File: src/rtl/uart_tx_arbiter.sv
// Round-robin arbiter that hands one byte at a time to a UART transmitter,
// holds tx_start for a fixed window and waits for the tx_clk-domain tx_done.
//
// state     | meaning
// ----------+---------------------------------------------------------
// IDLE      | no frame in flight; requests are arbitrated here
// START     | tx_start held high for START_CYCLES
// WAIT_DONE | waiting for a synchronized rising edge of tx_done
// GAP       | idle spacing of GAP_CYCLES before the next arbitration
// ABORT     | one-cycle abort after a timeout; done pulsed, error latched
module uart_tx_arbiter #(
  parameter int N_REQ          = 4,
  parameter int DATA_WIDTH     = 8,
  parameter int START_CYCLES   = 10417,
  parameter int TIMEOUT_CYCLES = 2000000,
  parameter int GAP_CYCLES     = 0
) (
  input  logic                          clk,
  input  logic                          rst,
  input  logic [N_REQ-1:0]              req,
  input  logic [N_REQ*DATA_WIDTH-1:0]   req_data,
  output logic [N_REQ-1:0]              grant,
  output logic [N_REQ-1:0]              done,
  output logic                          tx_start,
  output logic [DATA_WIDTH-1:0]         data_out,
  input  logic                          tx_done,
  output logic                          busy,
  output logic [$clog2(N_REQ)-1:0]      owner,
  output logic                          timeout_err
);

  localparam int OW        = $clog2(N_REQ);
  localparam int CNT_TOP   = (START_CYCLES > TIMEOUT_CYCLES) ? START_CYCLES : TIMEOUT_CYCLES;
  localparam int CW        = $clog2(CNT_TOP + 1);
  localparam int GW        = (GAP_CYCLES > 1) ? $clog2(GAP_CYCLES) : 1;

  localparam logic [CW-1:0] START_LAST = CW'(START_CYCLES - 1);
  localparam logic [CW-1:0] TO_LAST    = CW'(TIMEOUT_CYCLES - 1);
  localparam logic [CW-1:0] CNT_SAT    = {CW{1'b1}};
  localparam logic [GW-1:0] GAP_LOAD   = GW'((GAP_CYCLES > 0) ? GAP_CYCLES - 1 : 0);

  typedef enum logic [2:0] {
    IDLE      = 3'd0,
    START     = 3'd1,
    WAIT_DONE = 3'd2,
    GAP       = 3'd3,
    ABORT     = 3'd4
  } state_t;

  state_t          state, next_state;
  logic [CW-1:0]   cnt;
  logic [GW-1:0]   gap_cnt;
  logic            sync_q1, sync_q2, sync_q3;
  logic            completion;
  logic [OW-1:0]   pick;
  logic            grant_set, done_set, abort_set;

  // Scanning from the farthest slot down leaves the nearest set bit after last.
  function automatic logic [OW-1:0] rr_pick(input logic [N_REQ-1:0] r,
                                            input logic [OW-1:0]    last);
    int idx;
    rr_pick = last;
    for (int k = N_REQ; k >= 1; k--) begin
      idx = int'(last) + k;
      if (idx >= N_REQ) idx = idx - N_REQ;
      if (r[idx]) rr_pick = OW'(idx);
    end
  endfunction

  assign completion = sync_q2 & ~sync_q3;
  assign pick       = rr_pick(req, owner);

  always_ff @(posedge clk) begin
    if (rst) state <= IDLE;
    else     state <= next_state;
  end

  // Completion takes priority over a timeout landing in the same cycle.
  always_comb begin
    next_state = state;
    case (state)
      IDLE:      if (|req) next_state = START;
      START: begin
        if (cnt >= TO_LAST)         next_state = ABORT;
        else if (cnt == START_LAST) next_state = WAIT_DONE;
      end
      WAIT_DONE: begin
        if (completion)             next_state = (GAP_CYCLES == 0) ? IDLE : GAP;
        else if (cnt >= TO_LAST)    next_state = ABORT;
      end
      GAP:       if (gap_cnt == '0) next_state = IDLE;
      ABORT:     next_state = IDLE;
      default:   next_state = IDLE;
    endcase
  end

  always_comb begin
    tx_start  = (state == START);
    busy      = (state != IDLE);
    grant_set = (state == IDLE) && (next_state == START);
    abort_set = (state != ABORT) && (next_state == ABORT);
    done_set  = abort_set || ((state == WAIT_DONE) && completion);
  end

  always_ff @(posedge clk) begin
    if (rst) begin
      grant       <= '0;
      done        <= '0;
      data_out    <= '0;
      owner       <= OW'(N_REQ - 1);
      timeout_err <= 1'b0;
      cnt         <= '0;
      gap_cnt     <= '0;
      sync_q1     <= 1'b0;
      sync_q2     <= 1'b0;
      sync_q3     <= 1'b0;
    end else begin
      sync_q1 <= tx_done;
      sync_q2 <= sync_q1;
      sync_q3 <= sync_q2;
      grant   <= '0;
      done    <= '0;
      if (grant_set) begin
        grant[pick] <= 1'b1;
        owner       <= pick;
        data_out    <= req_data[pick*DATA_WIDTH +: DATA_WIDTH];
      end
      if (done_set)  done[owner] <= 1'b1;
      if (abort_set) timeout_err <= 1'b1;
      if (grant_set)
        cnt <= '0;
      else if (((state == START) || (state == WAIT_DONE)) && (cnt != CNT_SAT))
        cnt <= cnt + 1'b1;
      if ((state == WAIT_DONE) && (next_state == GAP))
        gap_cnt <= GAP_LOAD;
      else if ((state == GAP) && (gap_cnt != '0))
        gap_cnt <= gap_cnt - 1'b1;
    end
  end

endmodule

File: config.mk
export PLATFORM = sky130hd
export DESIGN_NAME = uart_tx_arbiter
export DESIGN_NICKNAME = d
export VERILOG_FILES = /design/src/rtl/uart_tx_arbiter.sv
export SDC_FILE = /design/constraint.sdc
export NUM_CORES = 1
export LEC_CHECK = 0
export ABC_AREA = 0
export CAP_MARGIN = 40
export CORE_MARGIN = 5
export CORE_UTILIZATION = 35
export CTS_CLUSTER_SIZE = 25
export DETAILED_ROUTE_END_ITERATION = 8
export GPL_ROUTABILITY_DRIVEN = 0
export PLACE_DENSITY_LB_ADDON = 0.05
export SKIP_CTS_REPAIR_TIMING = 1
export SLEW_MARGIN = 40
export SYNTH_ARGS = -nofsm -noshare
export SYNTH_HDL_FRONTEND = slang
export SYNTH_SLANG_ARGS = --single-unit
File: constraint.sdc
create_clock -name clk -period 2.7 [get_ports clk]
set_input_delay 0.54 -clock clk [delete_from_list [all_inputs] [get_ports clk]]
set_output_delay 0.54 -clock clk [all_outputs]
set_load 0.005 [all_outputs]
Yosys cells after proc, flatten, opt, wreduce, memory -nomap -nowiden

Cells that the tools add are included.

Register bits: 47
Input port bits: 39
Word-level logic and storage cells: 96
Output and inout port bits: 21

Multiplexer cells: 31
Shift operators: 1
$lt $le $gt $ge: 13
Equality and inequality tests: 9
$add $sub $neg: 10
Reduce and logical (&&, ||, !) cells: 17
Bitwise operators: 4

Operators by type and width:

| operator                | count |
|---|---|
| $lt A32 B4 Y1 const B   | 4 |
| $mux W32                | 4 |
| $shiftx A32 B6 Y8       | 1 |
| $add A21 B1 Y21 const B | 1 |
| $eq A21 B14 Y1 const B  | 1 |
| $ge A21 B21 Y1 const B  | 1 |
| $ne A21 B21 Y1 const B  | 1 |
| $mux W3                 | 6 |
| $pmux W3 S4             | 1 |
| $sub A3 B3 Y4 const B   | 3 |
| $mux W1                 | 10 |
| $eq A3 B2 Y1 const B    | 3 |
| $ge A3 B3 Y1 const B    | 3 |
| $bmux W1 S2             | 4 |
| $logic_and A1 B1 Y1     | 8 |
| $mux W2                 | 4 |
| $reduce_or A2 Y1        | 4 |
| $add A2 B2 Y3 const B   | 2 |
| $eq A3 B1 Y1 const B    | 2 |
| $lt A2 B3 Y1 const B    | 2 |
| $sub A4 B3 Y5 const B   | 1 |
| $add A2 B3 Y4 const B   | 1 |
| $demux W1 S2            | 2 |
| $ge A2 B1 Y1 const B    | 2 |
| other kinds (11)        | 14 |

Logic depth before layout (Yosys ltp)

Gate-level depths: netlist (run 1).

Depth in word-level cells: 14
Gate-level depth with buffers: 9
Mapped depth without buffers: 8

Worst setup path after synthesis (run 1)

Ideal clock, no wire load.

Path kind: flip-flop to flip-flop
Start point: register owner[0]
End point: register data_out[3]
Data arrival time: 2.343 ns
Library setup time: 0.122 ns
Period minus slack after synthesis: 2.465 ns
Path slack: 0.235 ns
Path buffers: 1
Stages on the path, launching flop included: 9
Cell sequence: dfxtp_1 -> buf_6 -> inv_1 -> ha_1 -> mux4_1 -> o21ai_4 -> nand2_8 -> mux2_4 -> a221o_1

Word-level cells in the longest chain between the ends: 11
Elaborated cells between the ends (all ways): 33

Ends and longest elaborated chain:

| element                                       | line | RTL |
|---|---|---|
| start: declaration                            | 28   | `output logic [$clog2(N_REQ)-1:0] owner,` |
| start signal: assignment                      | 110  | `owner <= OW'(N_REQ - 1);` |
| start signal: assignment                      | 125  | `owner <= pick;` |
| $add A2 B3 Y4                                 | 64   | `idx = int'(last) + k;` |
| $sub A4 B3 Y5 or $ge A4 B3 Y1 (tied branches) | 65   | `if (idx >= N_REQ) idx = idx - N_REQ;` |
| $mux W32                                      | 65   |  |
| $bmux W1 S2                                   | 66   | `if (r[idx]) rr_pick = OW'(idx);` |
| $mux W1 (implied by the code) (2 in a row)    | 66   |  |
| $mux W2 (3 in a row)                          | 66   |  |
| $mux W2 *                                     | 66   |  |
| $shiftx A32 B6 Y8 *                           | 126  | `data_out <= req_data[pick*DATA_WIDTH +: DATA_WIDTH];` |
| end signal: assignment                        | 126  |  |
| end: declaration                              | 25   | `output logic [DATA_WIDTH-1:0] data_out,` |

Every way passes the cells marked *; elsewhere a longest branch is shown, timed or not. The select of a mux whose other input is x is not followed.
A chain may end at the register's enable or synchronous reset.

Worst setup path in the final report (run 1)

Start point: input req[0]
End point: register data_out[6]

Word-level cells in the longest chain between the ends: 8
Elaborated cells between the ends (all ways): 22

Ends and longest elaborated chain:

| element                                    | line | RTL |
|---|---|---|
| start: declaration                         | 20   | `input logic [N_REQ-1:0] req,` |
| $bmux W1 S2                                | 66   |  |
| $mux W1 (implied by the code) (2 in a row) | 66   |  |
| $mux W2 (4 in a row)                       | 66   |  |
| $shiftx A32 B6 Y8                          | 126  |  |

Parallel ways exist; a longest one is shown, timed or not. The select of a mux whose other input is x is not followed.

==> results of run 1 <==
[state kept, by name (all words and copies together) (netlist names)]
register     count
data_out         8
sync_q3          1
state            3
owner            2
timeout_err      1
gap_cnt          1
sync_q1          1
cnt             21
done             4
grant            4
sync_q2          1
[layout make-up]
cell class                      instances  area [sq um]
Fill cell                             730          3630
Multi-Input combinational cell        213          1490
Sequential cell                        47           941
Timing Repair Buffer                   86           793
Tap cell                               99           124
Clock buffer                            5          68.8
Inverter                               13          48.8
Clock inverter                          3          46.3
[worst paths after layout]
| kind | endpoint | slack [ns] | start | depth (start not counted) |
|---|---|---|---|---|
| setup / recovery | data_out[6] | 0.18 | req[0] | 7 |
| hold / removal | sync_q2 | 0.44 | sync_q1 | 1 |
| setup reg to reg | data_out[6] | 0.28 | owner[0] | 7 |
| hold reg to reg | sync_q2 | 0.44 | sync_q1 | 1 |
[Yosys cell counts (all sizes together) (2+ instances only)]
library cell and number:
dfxtp 47, nand3b 2, nor4 2, o41ai 3
nand4 8, and2 3, xor2 12, nor2b 5
a21oi 16, a31oi 2, o21ai 12, or3 3
a221o 7, nor3 8, and4 6, ha 6
nor2 35, nor3b 2, mux4 2, nand2 16
inv 13, xnor2 7, nand2b 2, o21a 2
mux2i 4, mux2 8, clkbuf 6, nor4b 5
nand3 15, and3 3, a21o 2, buf 6
[cell families after synthesis]
kind of cell / Yosys count / synth area share [%]
simple gates: 117 / 25.6
compound gates: 57 / 16.3
flops: 47 / 37.2
buf+inv: 25 / 4.20
xor+xnor: 19 / 6.57
mux: 14 / 7.22
fa+ha+maj: 6 / 2.97
[per-stage QoR]
stage / cell area (sq um) / setup WS (ns)
after floorplan: 2530 / 0.235
after global placement: 3390 / -0.179
after detailed placement: 3390 / -0.200
after CTS: 3510 / 0.131
after global routing: 3510 / 0.0991
final: 3510 / 0.179
[layer usage]
metal,wire [um],GRT usage [%],vias to the layer above
met4,136,6.61,0
met2,3250,27.2,41
li1,-,-,1198
met5,0,0,-
met3,236,3.39,12
met1,2880,17.6,1071
[power by group through the flow]
stage               clock network (W)  registers, W  logic [W]
floorplan                           0      0.000819   0.000586
global placement                    0      0.000812    0.00104
detailed placement                  0      0.000810    0.00104
CTS                          0.000556      0.000798    0.00104
global route                 0.000586      0.000806    0.00113
finish                       0.000538      0.000797    0.00103
==> results.json, run 1 <==
{
  "synth_edf_count": 0,
  "cp_num_buf_inv": 1,
  "dr.pass1.iters": 4,
  "p_seq_share_pct": 33.7,
  "ioPinCount": 60,
  "fin_nets": 411,
  "fin_cells": 466,
  "ys.flop_type": "dfxtp_1",
  "antenna_found_initial": 0,
  "p_leak_nw": 1.32,
  "cp_top_family": "multiplexers",
  "grt_pass1_vias": 2351,
  "final_util_pct": 49.2,
  "path_clk_slew_ns": 0.10,
  "cts_buffers": 5,
  "finalSetupViolCount": 0,
  "area_growth_syn_to_layout_pct": 38.7,
  "cellPowerDensity_nw_per_um2": 674,
  "worstPathCellList": "clkdlybuf4s50_1 -> mux4_2 -> a21oi_1 -> o21ai_4 -> nand2_8 -> mux2_2 -> a221o_1",
  "p_int_w": 0.00160,
  "fmaxAchievable_ghz": 0.397,
  "cap_violations": 0,
  "drive_gt1_share_pct": 14.2,
  "synth_seq_cells": 47,
  "clk_latency_ns": 0.31,
  "rsz0062_at_grt": "no",
  "synthDistinctLibCells": 56,
  "avgViaCountPerCell": 4.98,
  "tightest_slew_ns": 0.586,
  "syn_avg_cell_area_sq_um": 8.88,
  "synth_area_leaders": "dfxtp_1 37%, nor2_1 5.2%, xor2_1 4.2%",
  "hold_class": "reg2reg",
  "diodes": 0,
  "period_share_pct": 93.4,
  "numClockSinks": 47,
  "final_hold_viol_count": 0,
  "cpMaxStageDelayCell": "mux4_2",
  "whs_ns": 0.439,
  "final-max-slew-violation-count": 0,
  "drtIter0Drc": 65,
  "ant_nets": 0,
  "dieArea_sq_um": 9030,
  "post-route-drc-count": 0,
  "synth_warnings": 0,
  "rows": 31,
  "max-slew-margin-rel_pct": 60.9,
  "gr-total-overflow": 0,
  "swShare_pct": 32.6,
  "crit_type": "in2reg",
  "yosys.area.top_type_share_pct": 37.2,
  "die_height_um": 95.0,
  "io_buffer_count": 59,
  "p_clk_share_pct": 22.7,
  "outcome": "finished, final reports clean",
  "cts_tree": "done",
  "initial_core_util_pct": 35.5,
  "grt_pass1_wl_um": 10800,
  "core_sq_um": 7140,
  "wl_um": 6510,
  "cts_root_buf": "clkbuf_8",
  "vias": 2322,
  "async_flop_share_pct": 0,
  "post-place-cells": 458,
  "max_stage_delay_ns": 0.52,
  "dieWidth_um": 95.0,
  "total_switching_power_w": 0.000772,
  "hpwl_um": 5020,
  "arrival_ns": 2.72,
  "grt_max_degree": 17,
  "track_usage_pct": 15.3,
  "fin_crit_ns": 2.52,
  "synth_nets": 330,
  "htree_levels": 2,
  "synth-seq-area-share_pct": 37.2,
  "final.setup_skew_ns": 0.00949,
  "start_kind": "input pin",
  "power_frac_comb_pct": 43.6,
  "final_common_cell": "clkdlybuf4s50_1",
  "syn_inst": 285,
  "critPathRequiredTime_ns": 2.89,
  "total_power_w": 0.00237,
  "syn_area_sq_um": 2530,
  "synth_top_cell_by_area": "dfxtp_1",
  "final_cell_mix": "59 x clkdlybuf4s50_1, 47 x dfxtp_1, 35 x nor2_1",
  "end_kind": "register",
  "clock_path_buffers": 2,
  "critPathMaxFanout": 10,
  "drt-wirelength-per-cell_um": 14.0,
  "finalSetupTns_ns": 0,
  "peakVddDrop_mv": 0.325
}
Note: power is estimated with default switching activity, not from simulation.
==> run 2, diff against run 1 <==
--- a/config.mk
+++ b/config.mk
@@ -12,7 +12,6 @@
 export CTS_CLUSTER_SIZE = 25
 export DETAILED_ROUTE_END_ITERATION = 8
 export GPL_ROUTABILITY_DRIVEN = 0
-export PLACE_DENSITY_LB_ADDON = 0.05
 export SKIP_CTS_REPAIR_TIMING = 1
 export SLEW_MARGIN = 40
 export SYNTH_ARGS = -nofsm -noshare
==> run 2 against run 1 <==
Effect of this change:
- via count is 0.95% higher
- sequential share of layout area is 0.27 points higher
- non-clock buffer count is 5 lower
- first-iteration DRC count is 22% lower
- highest routed layer unchanged
- power hardly changed
- worst hold slack better by 0.0079 ns
- register-to-register slack worse by 0.07 ns
- flip-flop and latch count stayed put
==> results.json, run 2 (synthesized netlist as in run 1, its figures left out) <==
{
  "cellPowerDensity_nw_per_um2": 681,
  "post-place-cells": 453,
  "final_util_pct": 48.7,
  "path_common_cell": "buf_4",
  "stdcell_area_sq_um": 3480,
  "period_share_pct": 94.4,
  "cpMaxStageDelayCell": "clkdlybuf4s50_1",
  "max_stage_delay_ns": 0.49,
  "core_sq_um": 7140,
  "min-delay-start": "sync_q1",
  "final_common_cell": "clkdlybuf4s50_1",
  "io_buffer_count": 59,
  "ioPinCount": 60,
  "p_int_w": 0.00161,
  "fin_crit_ns": 2.55,
  "dieWidth_um": 95.0,
  "outcome": "finished, final reports clean",
  "r2r-start": "owner[0]",
  "grt_pass1_wl_um": 11000,
  "critPathRequiredTime_ns": 2.95,
  "fin_ws_ns": 0.152,
  "top_regs": "cnt x21, data_out x8",
  "htree_levels": 2,
  "critPathMaxFanout": 7,
  "worst-r2r-cell-count": 7,
  "rsz0062_at_grt": "no",
  "clk_latency_ns": 0.30,
  "post-route-drc-count": 0,
  "initial_core_util_pct": 35.5,
  "ant_nets": 0,
  "area_growth_syn_to_layout_pct": 37.3,
  "start_kind": "input pin",
  "final_hold_viol_count": 0,
  "p_seq_share_pct": 33.8,
  "fin_nets": 406,
  "grt_pass1_vias": 2354,
  "gr-total-overflow": 0,
  "swShare_pct": 32.0,
  "final-max-slew-violation-count": 0,
  "rows": 31,
  "arrival_ns": 2.80,
  "power_frac_comb_pct": 43.3,
  "pre_cts_ws_ns": -0.157,
  "finalSetupViolCount": 0,
  "antenna_found_initial": 0,
  "reg2reg_to": "data_out[2]",
  "grt_max_degree": 15,
  "crit_type": "in2reg",
  "final.setup_skew_ns": 0.00211,
  "hold_depth": 1,
  "r2r_setup_slack_ns": 0.21,
  "drtIter0Drc": 51,
  "final_cell_mix": "59 x clkdlybuf4s50_1, 47 x dfxtp_1, 35 x nor2_1",
  "end_kind": "register",
  "track_usage_pct": 15.5,
  "tightest_slew_ns": 0.757,
  "path_clk_slew_ns": 0.09,
  "cts_root_buf": "clkbuf_8",
  "total_switching_power_w": 0.000758,
  "largest_reg_flops": 21,
  "cts_buffers": 5,
  "hold_class": "reg2reg",
  "vias": 2344,
  "numClockSinks": 47,
  "top_register": "cnt",
  "post_dp_cell_area_sq_um": 3350,
  "peakVddDrop_mv": 0.323,
  "p_leak_nw": 1.30,
  "dr.pass1.iters": 4,
  "drt-wirelength-per-cell_um": 14.1,
  "die_height_um": 95.0,
  "worstPathCellList": "clkdlybuf4s50_1 -> buf_4 -> mux2i_1 -> buf_4 -> mux2_2 -> buf_4 -> a21oi_1 -> o21ai_0 -> a21oi_1 -> a221o_1",
  "p_clk_share_pct": 22.9,
  "dieArea_sq_um": 9030,
  "cp_num_buf_inv": 4,
  "fmaxAchievable_ghz": 0.392,
  "fin_cells": 461,
  "clock_path_buffers": 2,
  "avgViaCountPerCell": 5.08,
  "cp_top_family": "compound AO/OA/AOI/OAI gates",
  "whs_endpoint": "sync_q2",
  "hpwl_um": 4970,
  "wl_um": 6510,
  "diodes": 0,
  "max-slew-margin-rel_pct": 49.3,
  "drive_gt1_share_pct": 13.0,
  "cap_violations": 0,
  "cts_tree": "done"
}
[run 2: cell types whose count changed in the layout (fill, tap and decap cells not counted)]
cell | previous run | this run
clkinv_2 | 0 | 1
inv_6 | 1 | 0
clkbuf_8 | 5 | 6
buf_4 | 27 | 22
clkinvlp_4 | 1 | 0
[run 2: area by class of cell]
type	count	area, sq um
clock buffers	6	82.6
clock inverters	2	35.0
fillers	724	3660
inverters	13	48.8
multi-input cells	213	1490
flip-flops and latches	47	941
well taps	99	124
repair buffers	81	756
[run 2: worst max-delay path by stage]
stage | from | endpoint | slack (ns) | cells after the start
floorplan | owner[0] | data_out[3] | 0.23 | 8
global placement | req[0] | data_out[1] | -0.07 | 7
detailed placement | req[3] | data_out[3] | -0.16 | 7
CTS | owner[0] | data_out[3] | 0.12 | 7
global route | req[3] | data_out[7] | 0.04 | 10
finish | req[3] | data_out[3] | 0.15 | 10
[run 2: worst register-to-register path: stages, from the launching register on]
cell and delay, ns:
dfxtp_1 0.40, buf_4 0.22, mux4_2 0.57, a21oi_1 0.33, o21ai_4 0.12, nand2_8 0.11, mux2_2 0.35, a221o_1 0.29
[run 2: routing by layer]
| metal | share of wire [%] | track usage [%] |
|---|---|---|
| met3 | 5.3 | 5.13 |
| met5 | 0 | 0 |
| met4 | 1.4 | 4.93 |
| met1 | 45 | 18.8 |
| met2 | 48 | 25.9 |
[run 2: stage by stage]
| step | total power [W] | hold slack [ns] | setup TNS, ns |
|---|---|---|---|
| 6_report | 0.00237 | 0.447 | 0 |
| 5_1_grt | 0.00253 | 0.468 | 0 |
| 4_1_cts | 0.00240 | 0.453 | 0 |
| 2_1_floorplan | 0.00140 | 0.414 | 0 |
| 3_3_place_gp | 0.00183 | 0.416 | -0.364 |
| 3_5_place_dp | 0.00184 | 0.430 | -0.773 |
[run 2: power groups by stage]
stage / Clock (W) / Sequential (W) / Combinational, W
floorplan: 0 / 0.000819 / 0.000586
global placement: 0 / 0.000817 / 0.00101
detailed placement: 0 / 0.000814 / 0.00103
CTS: 0.000563 / 0.000802 / 0.00103
global route: 0.000594 / 0.000810 / 0.00112
finish: 0.000543 / 0.000801 / 0.00103
==> run 3, diff against run 2 <==
--- a/config.mk
+++ b/config.mk
@@ -7,7 +7,6 @@
 export LEC_CHECK = 0
 export ABC_AREA = 0
 export CAP_MARGIN = 40
-export CORE_MARGIN = 5
 export CORE_UTILIZATION = 35
 export CTS_CLUSTER_SIZE = 25
 export DETAILED_ROUTE_END_ITERATION = 8
==> run 3 against run 2 <==
Effect of this change:
- wire length is 3.3% lower
- die area is 16% lower
- sequential share of layout area is 0.48 points higher
- non-clock buffer count is 3 lower
- register-to-register slack better by 0.12 ns
- clock skew is 0.0033 ns higher
- largest cell class unchanged
- largest power group unchanged
- highest routed layer unchanged
==> results.json, run 3 (synthesized netlist as in run 1, its figures left out) <==
{
  "outcome": "finished, final reports clean",
  "top_register": "cnt",
  "p_int_w": 0.00146,
  "worst-r2r-cell-count": 7,
  "antenna_found_initial": 0,
  "die_height_um": 87.0,
  "p_leak_nw": 1.27,
  "top_regs": "cnt x21, data_out x8",
  "dieArea_sq_um": 7580,
  "worstPathCellList": "clkdlybuf4s50_1 -> mux4_2 -> a21oi_1 -> o21ai_4 -> nand2_8 -> mux2_2 -> a221o_1",
  "final_cell_mix": "59 x clkdlybuf4s50_1, 47 x dfxtp_1, 35 x nor2_1",
  "p_seq_share_pct": 36.1,
  "hold_class": "reg2reg",
  "peakVddDrop_mv": 0.281,
  "final.setup_skew_ns": 0.00537,
  "drt-wirelength-per-cell_um": 13.8,
  "gr-total-overflow": 0,
  "clock_path_buffers": 2,
  "fin_crit_ns": 2.54,
  "hold_depth": 2,
  "clk_latency_ns": 0.30,
  "period_share_pct": 94.1,
  "drive_gt1_share_pct": 12.3,
  "min-delay-start": "sync_q2",
  "cp_top_family": "multiplexers",
  "ioPinCount": 60,
  "hpwl_um": 4650,
  "avgViaCountPerCell": 5.13,
  "critPathMaxFanout": 10,
  "cellPowerDensity_nw_per_um2": 647,
  "diodes": 0,
  "io_buffer_count": 59,
  "r2r-start": "owner[0]",
  "whs_ns": 0.441,
  "cp_num_buf_inv": 1,
  "rsz0062_at_grt": "no",
  "start_kind": "input pin",
  "htree_levels": 2,
  "power_frac_comb_pct": 44.9,
  "p_clk_share_pct": 19.0,
  "track_usage_pct": 17.8,
  "numClockSinks": 47,
  "rows": 30,
  "finalSetupViolCount": 0,
  "cpMaxStageDelayCell": "mux4_2",
  "arrival_ns": 2.73,
  "dieWidth_um": 87.0,
  "path_clk_slew_ns": 0.09,
  "fill_cells": 689,
  "area_growth_syn_to_layout_pct": 34.9,
  "grt_pass1_vias": 2195,
  "total_switching_power_w": 0.000749,
  "fin_cells": 455,
  "reg2reg_to": "data_out[1]",
  "final_hold_viol_count": 0,
  "final-max-slew-violation-count": 0,
  "largest_reg_flops": 21,
  "r2r_setup_slack_ns": 0.33,
  "wl_um": 6290,
  "max_stage_delay_ns": 0.54,
  "crit_type": "in2reg",
  "cap_violations": 0,
  "cts_tree": "done",
  "critPathRequiredTime_ns": 2.89,
  "core_sq_um": 6910,
  "tightest_slew_ns": 0.696,
  "swShare_pct": 33.9,
  "cts_buffers": 5,
  "initial_core_util_pct": 36.6,
  "post-place-cells": 447,
  "grt_pass1_wl_um": 10500,
  "fmaxAchievable_ghz": 0.394,
  "whs_endpoint": "sync_q3",
  "max-slew-margin-rel_pct": 53.4,
  "cts_root_buf": "clkbuf_8",
  "fin_nets": 403,
  "ant_nets": 0,
  "dr.pass1.iters": 4,
  "final_common_cell": "clkdlybuf4s50_1",
  "end_kind": "register",
  "post-route-drc-count": 0,
  "grt_max_degree": 15,
  "drtIter0Drc": 112,
  "vias": 2334
}
run 3: final cells by class:
cell class	count	area (sq um)	area share [%]
Clock buffer	5	68.8	2.01
Clock inverter	3	15.0	0.440
Inverter	13	48.8	1.43
Multi-Input combinational cell	213	1490	43.6
Sequential cell	47	941	27.5
Tap cell	96	120	3.52
Timing Repair Buffer	78	733	21.5
run 3: worst max-delay path by stage:
stage	from	to	cells past startpoint
after floorplan	owner[0]	data_out[3]	8
after global placement	req[1]	data_out[2]	7
after detailed placement	req[1]	data_out[1]	7
after CTS	req[1]	data_out[1]	7
after global routing	req[2]	data_out[3]	9
final	req[1]	data_out[1]	7
run 3: layer usage:
layer	vias up	global-route usage (%)	share of wire, %
met3	11	5.78	6.6
met4	0	7.27	1.8
li1	1176	-	-
met1	1086	23.9	48
met2	61	26.3	44
met5	-	0	0
run 3: worst register-to-register path, cell delays in order (launching register included):
cell and delay [ns]:
dfxtp_1 0.37, buf_4 0.16, mux4_2 0.54, a21oi_1 0.31, o21ai_4 0.12, nand2_8 0.12
mux2_2 0.34, a221o_1 0.30
run 3: power groups by stage:
stage	clock network [W]	registers (W)	logic [W]
2_1_floorplan	0	0.000819	0.000586
3_3_place_gp	0	0.000816	0.000976
3_5_place_dp	0	0.000811	0.000982
4_1_cts	0.000436	0.000798	0.000987
5_1_grt	0.000468	0.000806	0.00108
6_report	0.000420	0.000798	0.000993
run 3: metrics by stage:
step / TNS (ns) / setup WS (ns) / utilization, % / area (sq um) / total power [W]
2_1_floorplan: 0 / 0.235 / - / 2530 / 0.00140
3_3_place_gp: -0.957 / -0.155 / 48.2 / 3330 / 0.00179
3_5_place_dp: -1.23 / -0.187 / 48.2 / 3330 / 0.00179
4_1_cts: 0 / 0.105 / 49.4 / 3410 / 0.00222
5_1_grt: 0 / 0.0570 / 49.5 / 3420 / 0.00235
6_report: 0 / 0.159 / 49.5 / 3420 / 0.00221
